[src/rtl/instmem_load_arbiter.sv]
// ---------------------------------------------------------------------------
// instmem_load_arbiter
//
// Owns the single instruction-memory port and shares it between CPU fetch
// and a host program loader. While idle the CPU fetches with zero latency
// straight through the port. A load request stalls the CPU and streams a
// block of words into memory through a valid/ready handshake, one word per
// cycle at full rate. The loader then spends one DONE cycle before the port
// returns to fetch.
//
// Ports:
//   clk, reset        clock and asynchronous active-low reset
//   cpu_addr          fetch address (PC)
//   cpu_instr         fetched instruction (zero while the CPU is stalled)
//   cpu_stall         CPU must hold its PC and ignore cpu_instr
//   ld_start          single-cycle load request (only honoured in IDLE)
//   ld_base, ld_len   first address and word count, sampled with ld_start
//   ld_abort          terminate the load in progress
//   ld_valid/ld_data  loader word stream
//   ld_ready          arbiter accepts a word this cycle
//   ld_busy           load in progress
//   ld_done           one-cycle completion pulse
//   ld_count          words accepted in the current or last load
//   mem_*             instruction memory port (combinational read)
//
// Optional feature (macro LOAD_CHECKSUM_EN):
//   Adds output ld_checksum, the running sum mod 2^DATA_W of every word
//   accepted in the current load.
// ---------------------------------------------------------------------------
module instmem_load_arbiter #(
    parameter  int ADDR_W    = 16,
    parameter  int DATA_W    = 32,
    parameter  int MAX_WORDS = 256,
    localparam int LEN_W     = $clog2(MAX_WORDS) + 1
) (
    input  logic              clk,
    input  logic              reset,
    input  logic [ADDR_W-1:0] cpu_addr,
    output logic [DATA_W-1:0] cpu_instr,
    output logic              cpu_stall,
    input  logic              ld_start,
    input  logic [ADDR_W-1:0] ld_base,
    input  logic [LEN_W-1:0]  ld_len,
    input  logic              ld_abort,
    input  logic              ld_valid,
    input  logic [DATA_W-1:0] ld_data,
    output logic              ld_ready,
    output logic              ld_busy,
    output logic              ld_done,
    output logic [LEN_W-1:0]  ld_count,
`ifdef LOAD_CHECKSUM_EN
    output logic [DATA_W-1:0] ld_checksum,
`endif
    output logic [ADDR_W-1:0] mem_addr,
    output logic              mem_write,
    output logic [DATA_W-1:0] mem_datain,
    input  logic [DATA_W-1:0] mem_dataout
);

    typedef enum logic [1:0] {
        IDLE = 2'd0,
        LOAD = 2'd1,
        DONE = 2'd2
    } state_t;

    state_t             state;
    state_t             state_next;
    logic [ADDR_W-1:0]  base;
    logic [LEN_W-1:0]   len;
    logic [LEN_W-1:0]   count;
    logic [LEN_W-1:0]   len_clamped;
    logic [ADDR_W-1:0]  write_addr;
    logic               beat;
    logic               accept_start;
`ifdef LOAD_CHECKSUM_EN
    logic [DATA_W-1:0]  checksum;
`endif

    // A zero-length request is dropped entirely; oversize requests are
    // clamped so a load never exceeds MAX_WORDS beats.
    assign accept_start = (state == IDLE) && ld_start && (ld_len != '0);
    assign len_clamped  = (ld_len > LEN_W'(MAX_WORDS)) ? LEN_W'(MAX_WORDS) : ld_len;

    // The write address wraps naturally at the top of the address space
    // because the sum is truncated to ADDR_W bits.
    assign write_addr = base + ADDR_W'(count);
    assign ld_count   = count;

    // State register plus the load bookkeeping (base, length, word count).
    always_ff @(posedge clk or negedge reset) begin
        if (!reset) begin
            state <= IDLE;
            base  <= '0;
            len   <= '0;
            count <= '0;
        end else begin
            state <= state_next;
            if (accept_start) begin
                base  <= ld_base;
                len   <= len_clamped;
                count <= '0;
            end else if (beat) begin
                count <= count + LEN_W'(1);
            end
        end
    end

    // Next-state and port steering. In IDLE the CPU owns the memory port;
    // in LOAD and DONE the CPU is stalled and sees zero on cpu_instr.
    always_comb begin
        state_next = state;
        beat       = 1'b0;
        cpu_instr  = '0;
        cpu_stall  = 1'b0;
        ld_ready   = 1'b0;
        ld_busy    = 1'b0;
        ld_done    = 1'b0;
        mem_addr   = cpu_addr;
        mem_write  = 1'b0;
        mem_datain = ld_data;
        case (state)
            IDLE: begin
                cpu_instr = mem_dataout;
                if (accept_start) begin
                    state_next = LOAD;
                end
            end
            LOAD: begin
                cpu_stall = 1'b1;
                ld_busy   = 1'b1;
                ld_ready  = ~ld_abort;
                beat      = ld_valid & ~ld_abort;
                mem_write = beat;
                mem_addr  = write_addr;
                if (ld_abort) begin
                    state_next = IDLE;
                end else if (beat && (count == len - LEN_W'(1))) begin
                    state_next = DONE;
                end
            end
            DONE: begin
                cpu_stall  = 1'b1;
                ld_done    = 1'b1;
                state_next = IDLE;
            end
            default: begin
                state_next = IDLE;
            end
        endcase
    end

`ifdef LOAD_CHECKSUM_EN
    // Running sum of accepted words; holds after the load until the next
    // accepted start.
    always_ff @(posedge clk or negedge reset) begin
        if (!reset) begin
            checksum <= '0;
        end else if (accept_start) begin
            checksum <= '0;
        end else if (beat) begin
            checksum <= checksum + ld_data;
        end
    end

    assign ld_checksum = checksum;
`endif

endmodule

[config.mk]
export PLATFORM = sky130hd
export DESIGN_NAME = instmem_load_arbiter
export DESIGN_NICKNAME = d
export VERILOG_FILES = /design/src/rtl/instmem_load_arbiter.sv
export SDC_FILE = /design/constraint.sdc
export NUM_CORES = 1
export LEC_CHECK = 0
export ABC_CLOCK_PERIOD_IN_PS = 2800
export BUFFER_PORTS_ARGS = -buffer_cell sky130_fd_sc_hd__clkbuf_2
export CAP_MARGIN = 10
export CORE_ASPECT_RATIO = 1.75
export CORE_MARGIN = 3
export CORE_UTILIZATION = 40
export DETAILED_ROUTE_END_ITERATION = 10
export GPL_ROUTABILITY_DRIVEN = 0
export GPL_TIMING_DRIVEN = 0
export HOLD_SLACK_MARGIN = 0.06
export PLACE_DENSITY = 0.77
export SYNTH_ARGS = -nofsm -noshare
export SYNTH_HDL_FRONTEND = slang
export SYNTH_SLANG_ARGS = --single-unit
[constraint.sdc]
create_clock -name clk -period 2.8 [get_ports clk]
set_input_delay 0.28 -clock clk [delete_from_list [all_inputs] [get_ports clk]]
set_output_delay 0.28 -clock clk [all_outputs]
set_load 0.02 [all_outputs]
Word-level counts from Yosys, hierarchy flattened
Index checks and enable logic that the tools add are counted.
Widths: inputs -> output; s select.
{"block": "totals", "ff_bits": 36, "inputBits": 110, "out_inout_bits": 94, "word_cells": 37}
{"block": "op_classes", "n_addsub": 3, "order_cmp": 1, "n_eq_ne": 5, "mux": 14, "bitwise_logic": 2, "reduce_logical": 8}
{"operator": "$mux 32", "n": 1}
{"operator": "$mux 9", "n": 3}
{"operator": "$add 16x9->16", "n": 1}
{"operator": "$mux 16", "n": 1}
{"operator": "$add 9x1->9 const B", "n": 1}
{"operator": "$eq 9x9->1", "n": 1}
{"operator": "$gt 9x9->1 const B", "n": 1}
{"operator": "$reduce_bool 9->1", "n": 1}
{"operator": "$sub 9x1->9 const B", "n": 1}
{"operator": "$mux 2", "n": 3}
{"operator": "$mux 1", "n": 5}
{"operator": "$pmux 2 s2", "n": 1}
{"operator": "$logic_and 1x1->1", "n": 3}
{"operator": "$ne 3x3->1 const B", "n": 1}
{"operator": "$eq 2x1->1 const B", "n": 1}
{"operator": "$eq 2x2->1 const B", "n": 1}
{"operator": "$logic_not 2->1", "n": 1}
{"operator": "$ne 2x2->1 const B", "n": 1}
{"operator": "$reduce_and 2->1", "n": 1}
{"operator": "$reduce_bool 2->1", "n": 1}
{"operator": "$reduce_or 2->1", "n": 1}
{"operator": "$and 1x1->1", "n": 1}
{"operator": "$not 1->1", "n": 1}

Logic depth before layout (Yosys ltp)
{"block": "logic_depth", "depth_word": 6, "depth_mapped": 9, "depth_no_buf": 9}

Worst setup path before layout
OpenSTA, ideal clock, no wires.
{"block": "synth_timing", "kind": "flip-flop to output port", "startpoint": "register count[0], in the netlist ld_count[0]", "endpoint": "output mem_addr[8]", "arrival_ps": 2386, "required_time_ps": 2520, "setup_slack_ps": 134, "path_stages_with_launch": 10, "n_path_buf": 0, "path_cell_list": "dfrtp_1 -> ha_1 -> inv_1 -> fa_1 -> nor2b_1 -> o21a_1 -> o21ai_0 -> a21oi_1 -> nor3_1 -> o31ai_1"}
{"block": "synth_between", "elab_chain_len": 2}
{"item": "start, declared", "line": "70", "text": "logic [LEN_W-1:0] count;"}
{"item": "start signal, assigned", "line": "103", "text": "count <= count + LEN_W'(1);"}
{"item": "$add 16x9->16", "line": "86", "text": "assign write_addr = base + ADDR_W'(count);"}
{"item": "$mux 16", "line": "121", "text": "case (state)"}
{"item": "end, declared", "line": "54", "text": "output logic [ADDR_W-1:0] mem_addr,"}
No other way between the ends.

Worst setup path after layout
{"block": "layout_timing", "startpoint": "register count[2], in the netlist ld_count[2]", "endpoint": "output mem_addr[8]"}
Same word-level chain as after synthesis.

==> run_results.csv <==
group,metric,value,unit
clocking,tritoncts,"yes",
synthesis,syn-cell-area,0.00303,sq mm
clocking,clkTransAtPathRegs,0.06,ns
sta,relSlewSlack,0.360,
global_routing,antenna_found_initial,0,
cells_and_area,antenna_cells,0,
power,leakage,2.33,nW
worst_hold_path,hold_class,"input pin to async pin",
placed_design,dp_hpwl,8580,um
route,drc,0,
route,wl,10300,um
sta,maxSlewViolCount,0,
power,p_comb_frac,0.612,
status,status,"finished, final reports clean",
sta,hold_violations,0,
power,power.total,0.00394,W
route,vias,3375,
synthesis,synth_area_leaders,"dfrtp_1, nand2_1, buf_4",
synthesis,yosysTopAreaCell,"dfrtp_1",
clocking,clockBufferDepth,2,
global_routing,grt-busiest-layer,"met2",
route,wl_per_cell,15.8,um
floorplanning,dieHeight,121,um
sta,worst_pin_slew,0.960,ns
synthesis,syn_nets,513,
synthesis,ys.flop_type,"dfrtp_1",
cells_and_area,instances_no_fill,654,
global_routing,grt_start_max_net_pins,37,
global_routing,met2_usage,0.453,
route,dr.pass1.iters,4,
synthesis,synth_edf_count,0,
placed_design,io_buffer_count,170,
sta,fin_crit,2.73,ns
floorplanning,pin_count,204,
critical_path,worst-setup-path-type,"flop to primary output",
synthesis,syn_area_per_cell,7.82,sq um
clocking,numCtsBuffers,5,
placed_design,placed_cell_area,0.00399,sq mm
sta,finalClockSkew,0.00319,ns
power,p_sw_frac,0.470,
critical_path,crit_arrival,2.45,ns
global_routing,grt_util_met1,0.228,
route,antenna_left,0,
global_routing,overflow,0,
cells_and_area,fin_util,0.590,
synthesis,synth-async-reset-ratio,1.00,
floorplanning,dieWidth,71.8,um
synthesis,synth_cells,388,
flow_run,drv_cap,0,
global_routing,grt_pass1_vias,3193,
clocking,clkLatencyLatePin,0.28,ns
floorplanning,num_rows,41,
sta,max_clock_freq,366,MHz
global_routing,use_met3,0.0381,
sta,rsz0062_at_grt,"true",
critical_path,cp-end-kind,"primary output",
floorplanning,core-area,0.00728,sq mm
placed_design,dp_cells,644,
power,vdd_ir_drop_max,0.000501,V
critical_path,critPathMaxFanout,9,
global_routing,grt_use_total,0.228,
power,seqPwrFrac,0.227,
synthesis,yosysUniqueCellTypes,45,
floorplanning,die-area,0.00870,sq mm
route,drt_iter0_drc,73,
cells_and_area,design_area,0.00430,sq mm
power,p_int,0.00209,W
synthesis,synth_top_area_frac,0.297,
critical_path,cp-start-kind,"flop",
sta,fin_hold_ws,0.126,ns
synthesis,yosysWarnings,0,
route,via_per_inst,5.16,
power,power.density,918,mW/mm^2
cells_and_area,drive_gt1_frac,0.424,
power,clockPowerShare,0.161,
sta,fin_crit_sh,0.976,
synthesis,synth.yosys.seq_area_share,0.297,
critical_path,critPathRequiredTime,2.52,ns
clocking,cts_root_buf,"clkbuf_16",
clocking,clkSinkCount,36,
synthesis,ys_seq_elements,36,
global_routing,grt_first_pass_wirelength,15200,um
floorplanning,start_util,0.416,
cells_and_area,final_nets,692,
power,switchingPower,0.00185,W
sta,final-setup-viol-count,0,
cells_and_area,area_growth,41.7,%
clocking,htreeDepth,2,
## worst max-delay path, cell delays in order, from the launching register on
cell      delay [ns]
dfrtp_2         0.48
ha_4            0.29
nor2b_2         0.15
o21a_2          0.22
o21ai_4         0.21
a21oi_4         0.10
o21a_1          0.19
o31ai_2         0.29
clkbuf_4        0.24
## cell usage after synthesis, types with 2 or more instances
master,number
nand2_1,77
o211ai_1,2
nand3b_1,3
or3_1,2
o31ai_1,3
mux2_2,4
o21a_1,7
or3b_2,2
nand4b_1,3
and3_1,6
xor2_1,15
xnor2_1,11
o21ai_0,18
a31oi_1,4
or2_2,2
nor4_1,3
and3b_1,2
buf_4,32
nand4_1,2
nor3_1,10
inv_1,9
a21oi_1,12
nor2b_1,4
a211oi_1,2
clkbuf_1,14
nand2b_1,7
dfrtp_1,36
and2_1,33
ha_1,14
nand3_1,9
nor2_1,23
o21bai_1,2
a21o_1,3
## timing repair
action / in CTS / in global routing
buffers inserted: 1 / 1
setup endpoints to repair: 9 / 9
pin swaps: 2 / 8
cloned: 0 / 0
gates resized for setup: 21 / 17
hold buffers: 0 / 0
## per-layer routing
metal	vias up	wire length (um)
met2	160	5720
met3	18	870
li1	1637	-
met5	-	0
met1	1560	3500
met4	0	204
## through the flow
| stage | worst slack (ns) | setup TNS, ns |
|---|---|---|
| final | 0.0680 | 0 |
| after global routing | -0.00733 | -0.00733 |
| after CTS | 0.00782 | 0 |
| after detailed placement | -0.0227 | -0.0369 |
| after global placement | 0.00242 | 0 |
| after floorplan | 0.134 | 0 |
## state kept, by name (all words and copies together) (netlist names)
register	cells
base	16
ld_count	9
len	9
state	2
## kinds of logic (layout without fill, tap and decap cells)
family	count (synthesis)	in the layout	synth area share
AND/OR/NAND/NOR	191	191	0.313
AO/OA/AOI/OAI	60	60	0.127
buffers and inverters	56	236	0.109
flip-flops	36	36	0.297
XOR/XNOR	26	26	0.0751
adder cells (fa/ha/maj)	15	15	0.0644
multiplexers	4	4	0.0149
## area by class of cell
type	count	area, sq um
plain buffers	47	298
clock buffers	6	129
clock inverters	2	35.0
fillers	680	2990
inverters	9	33.8
multi-input cells	296	1900
flip-flops and latches	36	905
well taps	86	108
repair buffers	172	887
## worst paths after layout
path / depth (start not counted) / endpoint / slack (ns) / start
worst min register to register: 2 / base[5] / 0.48 / base[5]
worst max register to register: 6 / state[0] / 0.36 / len[2]
min in group clk: 3 / base[5] / 0.18 / ld_base[5]
max in group asynchronous: 1 / ld_count[1] / 2.00 / reset
worst min-delay path: 1 / base[15] / 0.13 / reset
worst max-delay path: 8 / mem_addr[8] / 0.07 / ld_count[2]
## cells in the final DEF, fill, tap and decap left out, types with 3 or more instances in the layout
| master | netlist | routed |
|---|---|---|
| nand2b_1 | 7 | 7 |
| and2_1 | 33 | 33 |
| nor2_1 | 23 | 23 |
| dfrtp_1 | 36 | 33 |
| o21a_1 | 7 | 6 |
| and3_1 | 6 | 6 |
| inv_1 | 9 | 8 |
| clkbuf_16 | 0 | 5 |
| nand4b_1 | 3 | 3 |
| nand3b_1 | 3 | 3 |
| a31oi_1 | 4 | 4 |
| dfrtp_2 | 0 | 3 |
| a21o_1 | 3 | 3 |
| xor2_1 | 15 | 15 |
| o21ai_0 | 18 | 13 |
| ha_1 | 14 | 12 |
| clkbuf_2 | 0 | 167 |
| clkbuf_1 | 14 | 15 |
| nor2b_1 | 4 | 3 |
| nor4_1 | 3 | 3 |
| buf_4 | 32 | 34 |
| xnor2_1 | 11 | 11 |
| nand2_1 | 77 | 77 |
| a21oi_1 | 12 | 9 |
| mux2_2 | 4 | 4 |
| nor3_1 | 10 | 8 |
| nand3_1 | 9 | 9 |
## power groups by stage
| stage | clock network (W) | registers (W) | logic [W] |
|---|---|---|---|
| floorplan | 0 | 0.000859 | 0.00160 |
| global placement | 0 | 0.000882 | 0.00224 |
| detailed placement | 0 | 0.000892 | 0.00229 |
| CTS | 0.000641 | 0.000885 | 0.00239 |
| global route | 0.000668 | 0.000915 | 0.00265 |
| finish | 0.000635 | 0.000894 | 0.00241 |
(Power assumes the default switching activity.)
